===== src/rtl/scc_ram_arbiter_if.sv =====
// Bundle of the two master req/ack ports and the external cartridge RAM port.
// The arbiter connects through the slave modport; a driver of the masters and the RAM model uses master.
interface scc_ram_arbiter_if;
    localparam int unsigned ADR_W = 21;
    localparam int unsigned DAT_W = 8;

    logic             req_a;
    logic             wrt_a;
    logic [ADR_W-1:0] adr_a;
    logic [DAT_W-1:0] dbo_a;
    logic             ack_a;
    logic [DAT_W-1:0] dbi_a;

    logic             req_b;
    logic             wrt_b;
    logic [ADR_W-1:0] adr_b;
    logic [DAT_W-1:0] dbo_b;
    logic             ack_b;
    logic [DAT_W-1:0] dbi_b;

    logic             ramreq;
    logic             ramwrt;
    logic [ADR_W-1:0] ramadr;
    logic [DAT_W-1:0] ramdbo;
    logic [DAT_W-1:0] ramdbi;
    logic             busy;

    modport slave (
        input  req_a, wrt_a, adr_a, dbo_a,
        input  req_b, wrt_b, adr_b, dbo_b,
        input  ramdbi,
        output ack_a, dbi_a, ack_b, dbi_b,
        output ramreq, ramwrt, ramadr, ramdbo, busy
    );

    modport master (
        output req_a, wrt_a, adr_a, dbo_a,
        output req_b, wrt_b, adr_b, dbo_b,
        output ramdbi,
        input  ack_a, dbi_a, ack_b, dbi_b,
        input  ramreq, ramwrt, ramadr, ramdbo, busy
    );
endinterface


===== src/rtl/scc_ram_arbiter.sv =====
// Round-robin arbiter sharing one fixed-latency cartridge RAM port between two req/ack masters.
// One transaction in flight: IDLE -> ISSUE -> WAIT -> ACK -> IDLE, every output registered.
module scc_ram_arbiter #(
    parameter int unsigned LATENCY = 2
) (
    input  logic                clk21m,
    input  logic                reset,
    scc_ram_arbiter_if.slave    bus
);
    localparam int unsigned ADR_W = 21;
    localparam int unsigned DAT_W = 8;
    localparam int unsigned CNT_W = 4;

    typedef enum logic [1:0] {S_IDLE, S_ISSUE, S_WAIT, S_ACK} state_t;

    state_t             r_state,  w_state_n;
    logic [CNT_W-1:0]   r_cnt,    w_cnt_n;
    logic               r_last_b, w_last_b_n;
    logic               r_gnt_b,  w_gnt_b_n;
    logic               r_ack_a,  w_ack_a_n;
    logic               r_ack_b,  w_ack_b_n;
    logic               r_ramreq, w_ramreq_n;
    logic               r_ramwrt, w_ramwrt_n;
    logic [ADR_W-1:0]   r_ramadr, w_ramadr_n;
    logic [DAT_W-1:0]   r_ramdbo, w_ramdbo_n;
    logic [DAT_W-1:0]   r_dbi_a,  w_dbi_a_n;
    logic [DAT_W-1:0]   r_dbi_b,  w_dbi_b_n;
    logic               r_busy,   w_busy_n;
    logic               w_both;
    logic               w_win_b;

    // On a tie the port that was not served last wins; a lone request always wins.
    assign w_both  = bus.req_a & bus.req_b;
    assign w_win_b = w_both ? ~r_last_b : bus.req_b;

    // Next-state and next-output logic; the RAM bus registers double as the transaction latch.
    always_comb begin
        w_state_n  = r_state;
        w_cnt_n    = r_cnt;
        w_last_b_n = r_last_b;
        w_gnt_b_n  = r_gnt_b;
        w_ack_a_n  = 1'b0;
        w_ack_b_n  = 1'b0;
        w_ramreq_n = 1'b0;
        w_ramwrt_n = r_ramwrt;
        w_ramadr_n = r_ramadr;
        w_ramdbo_n = r_ramdbo;
        w_dbi_a_n  = r_dbi_a;
        w_dbi_b_n  = r_dbi_b;

        case (r_state)
            S_IDLE: begin
                if (bus.req_a | bus.req_b) begin
                    w_gnt_b_n  = w_win_b;
                    if (w_both) begin
                        w_last_b_n = w_win_b;
                    end
                    w_ramreq_n = 1'b1;
                    w_ramwrt_n = w_win_b ? bus.wrt_b : bus.wrt_a;
                    w_ramadr_n = w_win_b ? bus.adr_b : bus.adr_a;
                    w_ramdbo_n = w_win_b ? bus.dbo_b : bus.dbo_a;
                    w_state_n  = S_ISSUE;
                end
            end
            S_ISSUE: begin
                w_cnt_n   = CNT_W'(LATENCY - 1);
                w_state_n = S_WAIT;
            end
            S_WAIT: begin
                if (r_cnt == '0) begin
                    if (!r_ramwrt) begin
                        if (r_gnt_b) begin
                            w_dbi_b_n = bus.ramdbi;
                        end else begin
                            w_dbi_a_n = bus.ramdbi;
                        end
                    end
                    w_ack_a_n = ~r_gnt_b;
                    w_ack_b_n = r_gnt_b;
                    w_state_n = S_ACK;
                end else begin
                    w_cnt_n = r_cnt - CNT_W'(1);
                end
            end
            S_ACK: begin
                w_state_n = S_IDLE;
            end
            default: begin
                w_state_n = S_IDLE;
            end
        endcase

        w_busy_n = (w_state_n != S_IDLE);
    end

    // State and output registers; reset aborts any transaction without an ack.
    always_ff @(posedge clk21m) begin
        if (reset) begin
            r_state  <= S_IDLE;
            r_cnt    <= '0;
            r_last_b <= 1'b1;
            r_gnt_b  <= 1'b0;
            r_ack_a  <= 1'b0;
            r_ack_b  <= 1'b0;
            r_ramreq <= 1'b0;
            r_ramwrt <= 1'b0;
            r_ramadr <= '0;
            r_ramdbo <= '0;
            r_dbi_a  <= '0;
            r_dbi_b  <= '0;
            r_busy   <= 1'b0;
        end else begin
            r_state  <= w_state_n;
            r_cnt    <= w_cnt_n;
            r_last_b <= w_last_b_n;
            r_gnt_b  <= w_gnt_b_n;
            r_ack_a  <= w_ack_a_n;
            r_ack_b  <= w_ack_b_n;
            r_ramreq <= w_ramreq_n;
            r_ramwrt <= w_ramwrt_n;
            r_ramadr <= w_ramadr_n;
            r_ramdbo <= w_ramdbo_n;
            r_dbi_a  <= w_dbi_a_n;
            r_dbi_b  <= w_dbi_b_n;
            r_busy   <= w_busy_n;
        end
    end

    assign bus.ack_a  = r_ack_a;
    assign bus.ack_b  = r_ack_b;
    assign bus.dbi_a  = r_dbi_a;
    assign bus.dbi_b  = r_dbi_b;
    assign bus.ramreq = r_ramreq;
    assign bus.ramwrt = r_ramwrt;
    assign bus.ramadr = r_ramadr;
    assign bus.ramdbo = r_ramdbo;
    assign bus.busy   = r_busy;
endmodule


===== src/flat_wrapper.sv =====
// flat-port wrapper written by rule: the top's interface ports become plain ports
module scc_ram_arbiter_flat 
#(
    parameter int unsigned LATENCY = 2
)
  (clk21m, reset, bus_req_a, bus_wrt_a, bus_adr_a, bus_dbo_a, bus_req_b, bus_wrt_b, bus_adr_b, bus_dbo_b, bus_ramdbi, bus_ack_a, bus_dbi_a, bus_ack_b, bus_dbi_b, bus_ramreq, bus_ramwrt, bus_ramadr, bus_ramdbo, bus_busy);
  scc_ram_arbiter_if bus_i ();
  input  logic clk21m;
  input  logic reset;
  input wire logic [$bits(bus_i.req_a)-1:0] bus_req_a;
  input wire logic [$bits(bus_i.wrt_a)-1:0] bus_wrt_a;
  input wire logic [$bits(bus_i.adr_a)-1:0] bus_adr_a;
  input wire logic [$bits(bus_i.dbo_a)-1:0] bus_dbo_a;
  input wire logic [$bits(bus_i.req_b)-1:0] bus_req_b;
  input wire logic [$bits(bus_i.wrt_b)-1:0] bus_wrt_b;
  input wire logic [$bits(bus_i.adr_b)-1:0] bus_adr_b;
  input wire logic [$bits(bus_i.dbo_b)-1:0] bus_dbo_b;
  input wire logic [$bits(bus_i.ramdbi)-1:0] bus_ramdbi;
  output wire logic [$bits(bus_i.ack_a)-1:0] bus_ack_a;
  output wire logic [$bits(bus_i.dbi_a)-1:0] bus_dbi_a;
  output wire logic [$bits(bus_i.ack_b)-1:0] bus_ack_b;
  output wire logic [$bits(bus_i.dbi_b)-1:0] bus_dbi_b;
  output wire logic [$bits(bus_i.ramreq)-1:0] bus_ramreq;
  output wire logic [$bits(bus_i.ramwrt)-1:0] bus_ramwrt;
  output wire logic [$bits(bus_i.ramadr)-1:0] bus_ramadr;
  output wire logic [$bits(bus_i.ramdbo)-1:0] bus_ramdbo;
  output wire logic [$bits(bus_i.busy)-1:0] bus_busy;
  assign bus_i.req_a = bus_req_a;
  assign bus_i.wrt_a = bus_wrt_a;
  assign bus_i.adr_a = bus_adr_a;
  assign bus_i.dbo_a = bus_dbo_a;
  assign bus_i.req_b = bus_req_b;
  assign bus_i.wrt_b = bus_wrt_b;
  assign bus_i.adr_b = bus_adr_b;
  assign bus_i.dbo_b = bus_dbo_b;
  assign bus_i.ramdbi = bus_ramdbi;
  assign bus_ack_a = bus_i.ack_a;
  assign bus_dbi_a = bus_i.dbi_a;
  assign bus_ack_b = bus_i.ack_b;
  assign bus_dbi_b = bus_i.dbi_b;
  assign bus_ramreq = bus_i.ramreq;
  assign bus_ramwrt = bus_i.ramwrt;
  assign bus_ramadr = bus_i.ramadr;
  assign bus_ramdbo = bus_i.ramdbo;
  assign bus_busy = bus_i.busy;
  scc_ram_arbiter #(.LATENCY(LATENCY)) u_core (.clk21m(clk21m), .reset(reset), .bus(bus_i));
endmodule

===== config.mk =====
export PLATFORM = sky130hd
export DESIGN_NAME = scc_ram_arbiter_flat
export DESIGN_NICKNAME = d
export VERILOG_FILES = /design/src/rtl/scc_ram_arbiter_if.sv /design/src/rtl/scc_ram_arbiter.sv /design/src/flat_wrapper.sv
export SDC_FILE = /design/constraint.sdc
export NUM_CORES = 1
export LEC_CHECK = 0
export BUFFER_PORTS_ARGS = -buffer_cell sky130_fd_sc_hd__clkbuf_2
export CAP_MARGIN = 5
export CORE_MARGIN = 2
export CORE_UTILIZATION = 40
export DETAILED_ROUTE_END_ITERATION = 6
export GPL_TIMING_DRIVEN = 0
export PLACE_DENSITY = 0.71
export SYNTH_ARGS = -nofsm -noshare
export SYNTH_HDL_FRONTEND = slang
export SYNTH_SLANG_ARGS = --single-unit

===== constraint.sdc =====
create_clock -name clk21m -period 3.8 [get_ports clk21m]
set_input_delay 0.57 -clock clk21m [delete_from_list [all_inputs] [get_ports clk21m]]
set_output_delay 0.57 -clock clk21m [all_outputs]
set_load 0.01 [all_outputs]

Yosys cells after proc, flatten, opt, wreduce, memory -nomap -nowiden
Index checks and enable logic that the tools add are counted.
W data, S select, Z words.
{ "totals": {"input_bits": 72, "mem_bits_rw": 0, "memories": 0, "elab_cells": 47, "latchBits": 0, "mem_bits_ro": 0, "ff_bits": 58} }
{ "op_classes": {"n_reduce_logical": 11, "shifts": 0, "bitwise_logic": 8, "multipliers": 0, "n_eq_ne": 4, "order_cmp": 0, "n_mux": 10, "add_sub_neg": 1, "div": 0} }
{ "ops": {"columns": ["op", "n"], "rows": [
  ["$mux W21", 1],
  ["$mux W8", 1],
  ["$pmux W2 S4", 1],
  ["$pmux W4 S2", 1],
  ["$reduce_and A4 Y1", 2],
  ["$not A1 Y1", 6],
  ["$eq A2 B2 Y1 const B", 2],
  ["$logic_not A4 Y1", 1],
  ["$mux W2", 2],
  ["$mux W4", 1],
  ["$reduce_and A2 Y1", 2],
  ["$reduce_bool A2 Y1", 2],
  ["$sub A4 B1 Y4 const B", 1],
  ["$mux W1", 3],
  ["$reduce_and A3 Y1", 1],
  ["$reduce_or A3 Y1", 1],
  ["$eq A2 B1 Y1 const B", 1],
  ["$logic_not A2 Y1", 1],
  ["$ne A2 B2 Y1 const B", 1],
  ["$reduce_or A2 Y1", 1],
  ["$and A1 B1 Y1", 1],
  ["$or A1 B1 Y1", 1]
]} }

Longest topological paths before layout
Gate-level depths: netlist of the first run.
{ "depth": {"word_depth": 4, "ltp_mapped": 6, "ltp_nobuf": 5} }

Worst setup path before layout of the first run
OpenSTA, ideal clock, no wires.
{ "synth_path": {"path_type": "in2reg", "start": "input port bus_req_b", "end": "register u_core.r_busy (netlist: u_core.bus.busy)", "setup_time_ns": 0.130, "stages": 3, "required_time_ns": 3.670, "n_path_buf": 0, "path_slack_ns": 2.270, "t_arrival_ns": 1.400, "path_cell_list": "or4b_2 -> o21ai_0 -> o31ai_1"} }
{ "synth_via": {"elab_chain_cells": 4} }
{ "synth_lines": {"columns": ["element", "line_no", "rtl"], "rows": [
  ["from (decl)", "flat_wrapper.sv:14", "input wire logic [$bits(bus_i.req_b)-1:0] bus_req_b;"],
  ["$or A1 B1 Y1", "scc_ram_arbiter.sv:53", "if (bus.req_a | bus.req_b) begin"],
  ["$mux W2", "scc_ram_arbiter.sv:53", null],
  ["$pmux W2 S4", "scc_ram_arbiter.sv:51", "case (r_state)"],
  ["$reduce_bool A2 Y1", "scc_ram_arbiter.sv:93", "w_busy_n = (w_state_n != S_IDLE);"],
  ["to (signal assigned)", "scc_ram_arbiter.sv:125", "r_busy <= w_busy_n;"],
  ["to (decl)", "scc_ram_arbiter.sv:28", "logic r_busy, w_busy_n;"]
]} }
Every way passes these cells.
A chain may end at the register's enable or synchronous reset.

Final worst setup path of the first run
{ "layout_path": {"start": "register u_core.r_cnt[0]", "end": "register u_core.r_cnt[0]"} }
{ "layout_via": {"elab_chain_cells": 3, "word_cells_on_any_way": 6, "classes_between": "add/sub (1); eq/ne (1); mux (2); reduce/logical (2)"} }
{ "layout_lines": {"columns": ["element", "line_no", "rtl"], "rows": [
  ["from (decl)", "scc_ram_arbiter.sv:17", "logic [CNT_W-1:0] r_cnt, w_cnt_n;"],
  ["from (signal assigned)", "scc_ram_arbiter.sv:114", "r_cnt <= w_cnt_n;"],
  ["$sub A4 B1 Y4 or $logic_not A4 Y1 (tied branches)", "scc_ram_arbiter.sv:82, scc_ram_arbiter.sv:70", null],
  ["$mux W4 or $ne A2 B2 Y1 (tied branches)", null, null],
  ["$pmux W4 S2 or $reduce_and A2 Y1 (tied branches)", null, null]
]} }
Parallel ways exist; a longest one is shown, timed or not. The select of a mux whose other input is x is not followed.

==> run metrics, run 1 <==
Resized Gates After CTS=0; Via Count=2540; r2r endpoint=u_core.r_cnt[0]; Peak Freq=577 MHz; Syn Nets=374; Mapped Cells=296; GRT Total Usage=0.194; R2R Setup Slk=2.07 ns; kind of critical path=reg2reg; Detail Route Antenna Nets=0; Endpoint, Worst Hold=u_core.bus.dbi_b[5]; Hold WC Path Type=reg2reg; ANT cells=0; status=completed; PwrDens=699 nW/um^2; initial antenna violation count=0; gpl congestion=0.808; Area Growth Syn to Fin=36.1%; total number of yosys warnings=0; clk sinks=58; Final Max Tran Viols=0; Pre-Repair DR Iteration Count=4; crit start category=flop; placed cells=492; fin nets=506; Worst path slowest cell=nor3b_1; total congestion overflow=0; Clock Tree Root=clkbuf_8; worst endpoint required time=4.01 ns; fin crit share=0.456; Routed wire per std cell=12.9 um; row cnt=28; PortBufs=121; Non-Filler Instances=507; first-pass GRT wire length=10200 um; peak supply drop=0.315 mV; clock tree buffer depth=2; WHS Path Cells=2; fillers=547; R2R depth=5; DRC viols=0; register area share after synthesis=0.474; Synth cell types=33; RSZ-0062 raised after global routing=no; cells along the critical path=inv_1, ha_1, nor3b_1, a2111oi_0, a31o_2; vias in the first global route=2358; Hold Fails Final Rpt=0; DP Area=3150 um^2; Core Region=5920 um^2; share of cells above drive strength 1=0.333; CTS Hold Buffers Added=0; slowest stage delay, CP=0.54 ns; Die ar.=6770 um^2; Post-CTS Setup Inserts=0; Post-Route WL=6520 um; H-Tree Depth=3; Die Wd=82.3 um; drt via density=5.01; maxcap violations=0; TritonCTS buffer count=9; Tmin final=1.73 ns; family with the most delay on the worst path=simple AND/OR/NAND/NOR gates; Final TNS setup=0 ns; largest net degree at the start of global routing=11; Synth Flop Type=dfxtp_1; Worst R2R Start=u_core.r_cnt[0]; Post-synth EDFFs=0; Max-Slew Margin vs Limit=0.588; initial core utilization=0.414; CTS tree=done; asr flop ratio synth=0; Buf/Inv on CP=1; clk_skew=0.00769 ns; clock-pin slew on the worst setup and hold paths=0.06 ns; Hold Startpoint=u_core.bus.dbi_b[5]; Post-Syn Area per Cell=8.28 um^2; Post-Syn Area=2450 um^2; critical path capture point type=flop; clk_lat worst skew=0.32 ns; post-layout instance area=3330 um^2; Final setup viols=0; DP HPWL=4900 um; worst slew pin tran=0.614 ns; Ports=122; initial DRC count=124; Tot Pwr=2330 uW; Die Ht=82.3 um; crit path DAT=1.95 ns; Worst Path Max Fanout=5; Leak Pwr=0.00163 uW; #FFs+latches synth=58
==> placed cells by master, fill, tap and decap left out, types with 2 or more instances in the layout <==
master / count
clkbuf_2: 121
a21oi_1: 63
nand2_1: 59
dfxtp_1: 58
o21ai_0: 34
clkbuf_1: 18
mux2i_1: 16
clkbuf_8: 10
inv_1: 6
ha_1: 6
buf_2: 5
nor3_1: 4
nor2_1: 3
nor2b_1: 2
nor3b_1: 2
nand4bb_1: 2
nand3_1: 2
clkinv_2: 2
==> worst min-delay path, stage by stage, from the launching register on <==
cell     delay (ns)
dfxtp_1        0.31
nand2_1        0.05
mux2i_1        0.05
==> cell type report <==
type / count / area (um^2) / share of cell area
Multi-Input combinational cell: 210 / 1170 / 0.351
Sequential cell: 58 / 1160 / 0.348
Timing Repair Buffer: 121 / 606 / 0.182
Clock buffer: 12 / 145 / 0.0435
Buffer: 22 / 96.3 / 0.0289
Tap cell: 75 / 93.8 / 0.0281
Clock inverter: 3 / 40.0 / 0.0120
Inverter: 6 / 22.5 / 0.00675
==> logic make-up after synthesis <==
| logic type | synth area share |
|---|---|
| xor gates and xnor gates | 0.00358 |
| DFF | 0.474 |
| buffers and inverters | 0.0485 |
| adders and majority gates | 0.0306 |
| AOI/OAI and AO/OA | 0.231 |
| and+or+nand+nor | 0.147 |
| muxes | 0.0654 |
==> report_power, final <==
group          total [uW]  internal (uW)  switching, uW
combinational         900            362            538
clock                 547            316            232
sequential            882            785           96.9
==> cell usage after synthesis (3+ instances only) <==
library cell / count / area share
nand2_1: 59 / 0.090
mux2i_1: 16 / 0.065
a21oi_1: 63 / 0.13
clkbuf_1: 16 / 0.025
inv_1: 6 / 0.0092
nor3_1: 4 / 0.0082
dfxtp_1: 58 / 0.47
nor2_1: 3 / 0.0046
o21ai_0: 34 / 0.069
buf_2: 5 / 0.010
ha_1: 6 / 0.031
==> through the flow <==
step / util / hold slack [ns] / setup WS (ns)
after global routing: 0.563 / 0.461 / 1.90
after global placement: 0.532 / 0.444 / 2.02
final: 0.563 / 0.459 / 2.07
after floorplan: - / 0.466 / 2.27
after detailed placement: 0.532 / 0.451 / 2.00
after CTS: 0.563 / 0.454 / 2.09
==> worst max path at each step <==
stage               startpoint                    end  cells past startpoint
6_report       u_core.r_cnt[0]        u_core.r_cnt[0]                      5
3_3_place_gp         bus_req_b  u_core.bus.ramadr[14]                      5
4_1_cts        u_core.r_cnt[0]        u_core.r_cnt[0]                      5
3_5_place_dp         bus_req_b  u_core.bus.ramadr[14]                      5
2_1_floorplan        bus_req_b        u_core.bus.busy                      3
5_1_grt        u_core.r_cnt[1]        u_core.r_cnt[0]                      5
==> sequential cells by signal, summed over array words and instances, names as in the netlist <==
register           flops
u_core.bus.ramreq      1
u_core.bus.ramwrt      1
u_core.r_last_b        1
u_core.r_state         2
u_core.bus.busy        1
u_core.bus.ack_b       1
u_core.bus.ramadr     21
u_core.bus.ack_a       1
u_core.r_cnt           4
u_core.r_gnt_b         1
u_core.bus.ramdbo      8
u_core.bus.dbi_a       8
u_core.bus.dbi_b       8
==> layer usage <==
metal  track usage  vias up  part of all wire
met5             0        -                 0
met1         0.237     1147              0.46
li1              -     1289                 -
met2         0.320       95              0.45
met4        0.0750        0             0.013
met3        0.0576        9             0.078
Power figures use the tool's default switching activity.
==> run 2: changes to the inputs <==
--- a/config.mk
+++ b/config.mk
@@ -5,13 +5,14 @@
 export SDC_FILE = /design/constraint.sdc
 export NUM_CORES = 1
 export LEC_CHECK = 0
+export ABC_AREA = 1
 export BUFFER_PORTS_ARGS = -buffer_cell sky130_fd_sc_hd__clkbuf_2
 export CAP_MARGIN = 5
 export CORE_MARGIN = 2
 export CORE_UTILIZATION = 40
 export DETAILED_ROUTE_END_ITERATION = 6
 export GPL_TIMING_DRIVEN = 0
-export PLACE_DENSITY = 0.71
+export PLACE_DENSITY = 0.74
 export SYNTH_ARGS = -nofsm -noshare
 export SYNTH_HDL_FRONTEND = slang
 export SYNTH_SLANG_ARGS = --single-unit
==> constraint.sdc (replaced) <==
create_clock -name clk21m -period 1.42 [get_ports clk21m]
set_input_delay 0.213 -clock clk21m [delete_from_list [all_inputs] [get_ports clk21m]]
set_output_delay 0.213 -clock clk21m [all_outputs]
set_load 0.01 [all_outputs]
==> run metrics, run 2 <==
status=completed; H-Tree Depth=3; multi-input logic area=1240 um^2; Post-Syn Area=2520 um^2; Synth cell types=21; Post-Syn Area per Cell=6.98 um^2; Max-Slew Margin vs Limit=0.689; fillers=582; most common cell in the netlist=nand2_1; most common library cells after synthesis=nand2_1 (94), nor2_1 (60), dfxtp_1 (58), o21ai_0 (40), a21oi_1 (37); #FFs+latches synth=58; peak supply drop=0.960 mV; asr flop ratio synth=0; DRC viols=0; gpl congestion=0.821; Tmin final=1.35 ns; Peak Freq=742 MHz; Area contributors post-synth=dfxtp_1 (46%), nand2_1 (14%), nor2_1 (8.9%); Leak Pwr=0.00182 uW; initial antenna violation count=0; fin nets=576; clock-pin slew on the worst setup and hold paths=0.07 ns; worst endpoint required time=1.68 ns; kind of critical path=reg2reg; Hold WC Path Type=in2reg; Ports=122; clk sinks=58; Via Count=2719; Final setup viols=0; Worst Hold Slack=0.103 ns; Die Wd=83.4 um; Final Max Tran Viols=0; Die Ht=83.4 um; critical path capture point type=flop; Hold Fails Final Rpt=0; register area share after synthesis=0.461; initial DRC count=76; GRT Total Usage=0.198; maxcap violations=0; share of the synthesized area in the top cell type=0.461; TritonCTS buffer count=9; worst slew pin tran=0.466 ns; total number of yosys warnings=0; most common cell after layout, fill and taps aside=clkbuf_2; vias in the first global route=2621; Syn Nets=439; share of cells above drive strength 1=0.354; drt via density=4.70; placed cells=556; Non-Filler Instances=578; DP HPWL=4990 um; PortBufs=120; Die ar.=6950 um^2; fin util=0.593; max FFs per register=21; Pre-Repair DR Iteration Count=4; largest net degree at the start of global routing=11; Yosys top cell by area=dfxtp_1; crit path DAT=1.61 ns; Final TNS setup=0 ns; Routed wire per std cell=11.6 um; Core Region=5990 um^2; ANT cells=0; Post-Route WL=6700 um; Worst Path Max Fanout=5; Synth Flop Type=dfxtp_1; Post-synth EDFFs=0; CTS Hold Buffers Added=0; Detail Route Antenna Nets=0; Clock Tree Root=clkbuf_8; total congestion overflow=0; PwrDens=1880 nW/um^2; RSZ-0062 raised after global routing=no; CTS tree=done; fin crit share=0.949; row cnt=28; Area Growth Syn to Fin=41.1%; clock tree buffer depth=2; first-pass GRT wire length=11300 um; most frequent cells in the layout=clkbuf_2 (120), nand2_1 (91), nor2_1 (60); clk_skew=0.00666 ns; FF/Latch Area=1170 um^2; Mapped Cells=361; clk_lat worst skew=0.33 ns; initial core utilization=0.420; crit start category=flop
[run 2: changes by cell type in the layout (fill, tap and decap cells not counted), moves of 12 or more]
cell | previous run | this run
mux2i_1 | 16 | 0
inv_1 | 6 | 18
clkbuf_1 | 18 | 3
nor2_1 | 3 | 60
a21oi_1 | 63 | 36
nand2_1 | 59 | 91
o21ai_1 | 1 | 16
[run 2: through the flow]
stage	power, uW	setup WS [ns]	cell area (um^2)
2_1_floorplan	3960	0.0136	2520
3_3_place_gp	4760	-0.143	3210
3_5_place_dp	4830	-0.196	3210
4_1_cts	6410	0.00527	3450
5_1_grt	7190	0.000656	3550
6_report	6670	0.0719	3550
[run 2: worst paths after layout]
path	startpoint	to	slack, ns	depth (start not counted)
setup / recovery	u_core.r_state[0]	u_core.r_cnt[1]	0.07	6
hold / removal	bus_adr_a[7]	u_core.bus.ramadr[7]	0.10	3
setup reg to reg	u_core.r_state[0]	u_core.r_cnt[1]	0.07	6
hold reg to reg	u_core.r_last_b	u_core.r_last_b	0.48	2
[run 2: layer usage]
layer  wire length [um]  GRT usage  share of wire
met1               2870      0.229           0.43
met2               3250      0.338           0.48
met3                457     0.0616          0.068
met4                125     0.0820          0.019
met5                  0          0              0
[run 2: critical path: stages (launching register included)]
cell and delay [ns]:
dfxtp_4 0.38, inv_6 0.05, ha_4 0.18, or2_2 0.34, nand2_1 0.13, nand2_1 0.06, a21oi_1 0.15
[run 2: timing repair]
item | 4_1_cts | 5_1_grt
setup endpoints to repair | 52 | 46
gates resized for setup | 20 | 37
pin swaps | 1 | 2
cloned | 0 | 2
setup buffers | 1 | 3
[run 2: where the power goes]
group	leakage (uW)	switching [uW]	internal (uW)	total [uW]
clock	0.0000958	652	797	1450
sequential	0.000478	265	2110	2380
combinational	0.00125	1650	1190	2840
[run 2: kinds of logic (layout without fill, tap and decap cells)]
family,count (synthesis),count (layout),synth area share
buffers and inverters,43,185,0.0725
flip-flops,58,58,0.461
AND/OR/NAND/NOR,175,175,0.279
AO/OA/AOI/OAI,79,79,0.157
adder cells (fa/ha/maj),6,6,0.0298
[run 2: layout make-up]
class / instances / area share
clock buffers: 10 / 0.0359
repair buffers: 126 / 0.182
well taps: 75 / 0.0264
flip-flops and latches: 58 / 0.328
multi-input cells: 260 / 0.350
plain buffers: 20 / 0.0363
clock inverters: 6 / 0.0162
inverters: 23 / 0.0257
==> run 3: changes to the inputs <==
--- a/config.mk
+++ b/config.mk
@@ -8,7 +8,7 @@
 export ABC_AREA = 1
 export BUFFER_PORTS_ARGS = -buffer_cell sky130_fd_sc_hd__clkbuf_2
 export CAP_MARGIN = 5
-export CORE_MARGIN = 2
+export CORE_MARGIN = 4
 export CORE_UTILIZATION = 40
 export DETAILED_ROUTE_END_ITERATION = 6
 export GPL_TIMING_DRIVEN = 0
==> run metrics, run 3 (synthesis results as in run 2) <==
status=completed; initial antenna violation count=0; Hold Fails Final Rpt=0; H-Tree Depth=3; Hold WC Path Type=in2reg; WHS Path Cells=3; TritonCTS buffer count=9; RSZ-0062 raised after global routing=yes; peak supply drop=0.989 mV; gpl congestion=0.772; worst slew pin tran=0.475 ns; Routed wire per std cell=12.0 um; Worst R2R Start=u_core.r_cnt[1]; clock tree buffer depth=2; R2R depth=8; Tmin final=1.33 ns; Core Region=6030 um^2; worst endpoint required time=1.65 ns; CTS tree=done; Place WS=-0.202 ns; Final setup viols=0; fin nets=572; share of cells above drive strength 1=0.343; most common cell after layout, fill and taps aside=clkbuf_2; first-pass GRT wire length=10900 um; Area Growth Syn to Fin=39.9%; R2R Setup Slk=0.09 ns; PwrDens=1920 nW/um^2; initial DRC count=78; Peak Freq=750 MHz; crit path DAT=1.57 ns; row cnt=28; critical path capture point type=flop; Leak Pwr=0.00180 uW; Post-Route WL=6870 um; DP HPWL=5270 um; PortBufs=120; Die ar.=7630 um^2; Final TNS setup=0 ns; clk_lat worst skew=0.33 ns; crit start category=flop; Endpoint, Worst Hold=u_core.bus.ramadr[2]; CP most frequent cell=nand2_1; most frequent cells in the layout=clkbuf_2 (120), nand2_1 (93), nor2_1 (60); Pre-Repair DR Iteration Count=4; GRT Total Usage=0.182; maxcap violations=0; Worst path slowest cell=dfxtp_1; worst setup margin=0.0864 ns; Hold Startpoint=bus_adr_a[2]; r2r endpoint=u_core.bus.dbi_b[6]; CTS Hold Buffers Added=0; Detail Route Antenna Nets=0; DRC viols=0; ANT cells=0; vias in the first global route=2478; max FFs per register=21; Final Max Tran Viols=0; cells along the critical path=inv_1, ha_2, nand2_2, nor3_4, buf_4, nand2_1, nand2_1, nor2_1; total congestion overflow=0; Buf/Inv on CP=2; Via Count=2709; kind of critical path=reg2reg; slowest stage delay, CP=0.31 ns; clk_skew=0.00296 ns; initial core utilization=0.418; Die Wd=87.4 um; clock-pin slew on the worst setup and hold paths=0.06 ns; clk sinks=58; drt via density=4.72; Worst Path Max Fanout=5; largest net degree at the start of global routing=11; family with the most delay on the worst path=simple AND/OR/NAND/NOR gates; Max-Slew Margin vs Limit=0.683; fin crit share=0.939; Ports=122; Clock Tree Root=clkbuf_8; Die Ht=87.4 um
run 3: cell types whose count changed in the layout (fill, tap and decap cells not counted), moves of 2 or more:
| cell | change |
|---|---|
| buf_4 | -4 |
| o21ai_1 | -2 |
| clkinv_2 | -2 |
| nand2_1 | +2 |
| clkbuf_4 | +2 |
| o21ai_0 | +2 |
run 3: repair_timing:
action	4_1_cts	5_1_grt
setup endpoints to repair	52	51
setup buffers	1	1
gates resized for setup	19	24
pin swaps	2	1
run 3: worst max path at each step:
| stage | slack, ns | cells past startpoint | endpoint | from |
|---|---|---|---|---|
| floorplan | 0.01 | 8 | u_core.bus.dbi_b[0] | u_core.r_state[0] |
| global placement | -0.15 | 8 | u_core.bus.dbi_b[0] | u_core.r_state[0] |
| detailed placement | -0.20 | 6 | u_core.bus.dbi_a[3] | u_core.r_state[0] |
| CTS | -0.04 | 6 | u_core.bus.dbi_a[3] | u_core.r_state[0] |
| global route | -0.03 | 8 | u_core.bus.dbi_b[5] | u_core.r_cnt[1] |
| finish | 0.09 | 8 | u_core.bus.dbi_b[6] | u_core.r_cnt[1] |
run 3: final cells by class:
| type | count | area (um^2) |
|---|---|---|
| Clock buffer | 11 | 141 |
| Timing Repair Buffer | 122 | 616 |
| Sequential cell | 58 | 1160 |
| Multi-Input combinational cell | 260 | 1210 |
| Buffer | 20 | 129 |
| Clock inverter | 5 | 77.6 |
| Tap cell | 75 | 93.8 |
| Fill cell | 598 | 2500 |
| Inverter | 23 | 88.8 |
run 3: stage by stage:
step / std cells / util / hold WS (ns) / area [um^2] / total power (uW)
2_1_floorplan: 361 / - / 0.349 / 2520 / 3960
3_3_place_gp: 556 / 0.533 / 0.436 / 3210 / 4780
3_5_place_dp: 556 / 0.533 / 0.443 / 3210 / 4850
4_1_cts: 573 / 0.578 / 0.0903 / 3480 / 6700
5_1_grt: 574 / 0.585 / 0.103 / 3520 / 7320
6_report: 574 / 0.585 / 0.103 / 3520 / 6770
run 3: worst min-delay path, stage by stage:
cell	delay (ns)
clkbuf_2	0.08
a21oi_1	0.05
nor2_1	0.07
run 3: layer usage:
layer	wire [um]	GRT usage	share of wire	vias up
met2	3320	0.310	0.48	82
met5	0	0	0	-
met4	134	0.0767	0.019	0
met3	501	0.0568	0.073	12
met1	2910	0.209	0.42	1195
li1	-	-	-	1420
run 3: power breakdown:
part / total, uW / internal (uW) / switching, uW
logic: 2730 / 1110 / 1620
clock network: 1670 / 1030 / 644
registers: 2360 / 2110 / 255
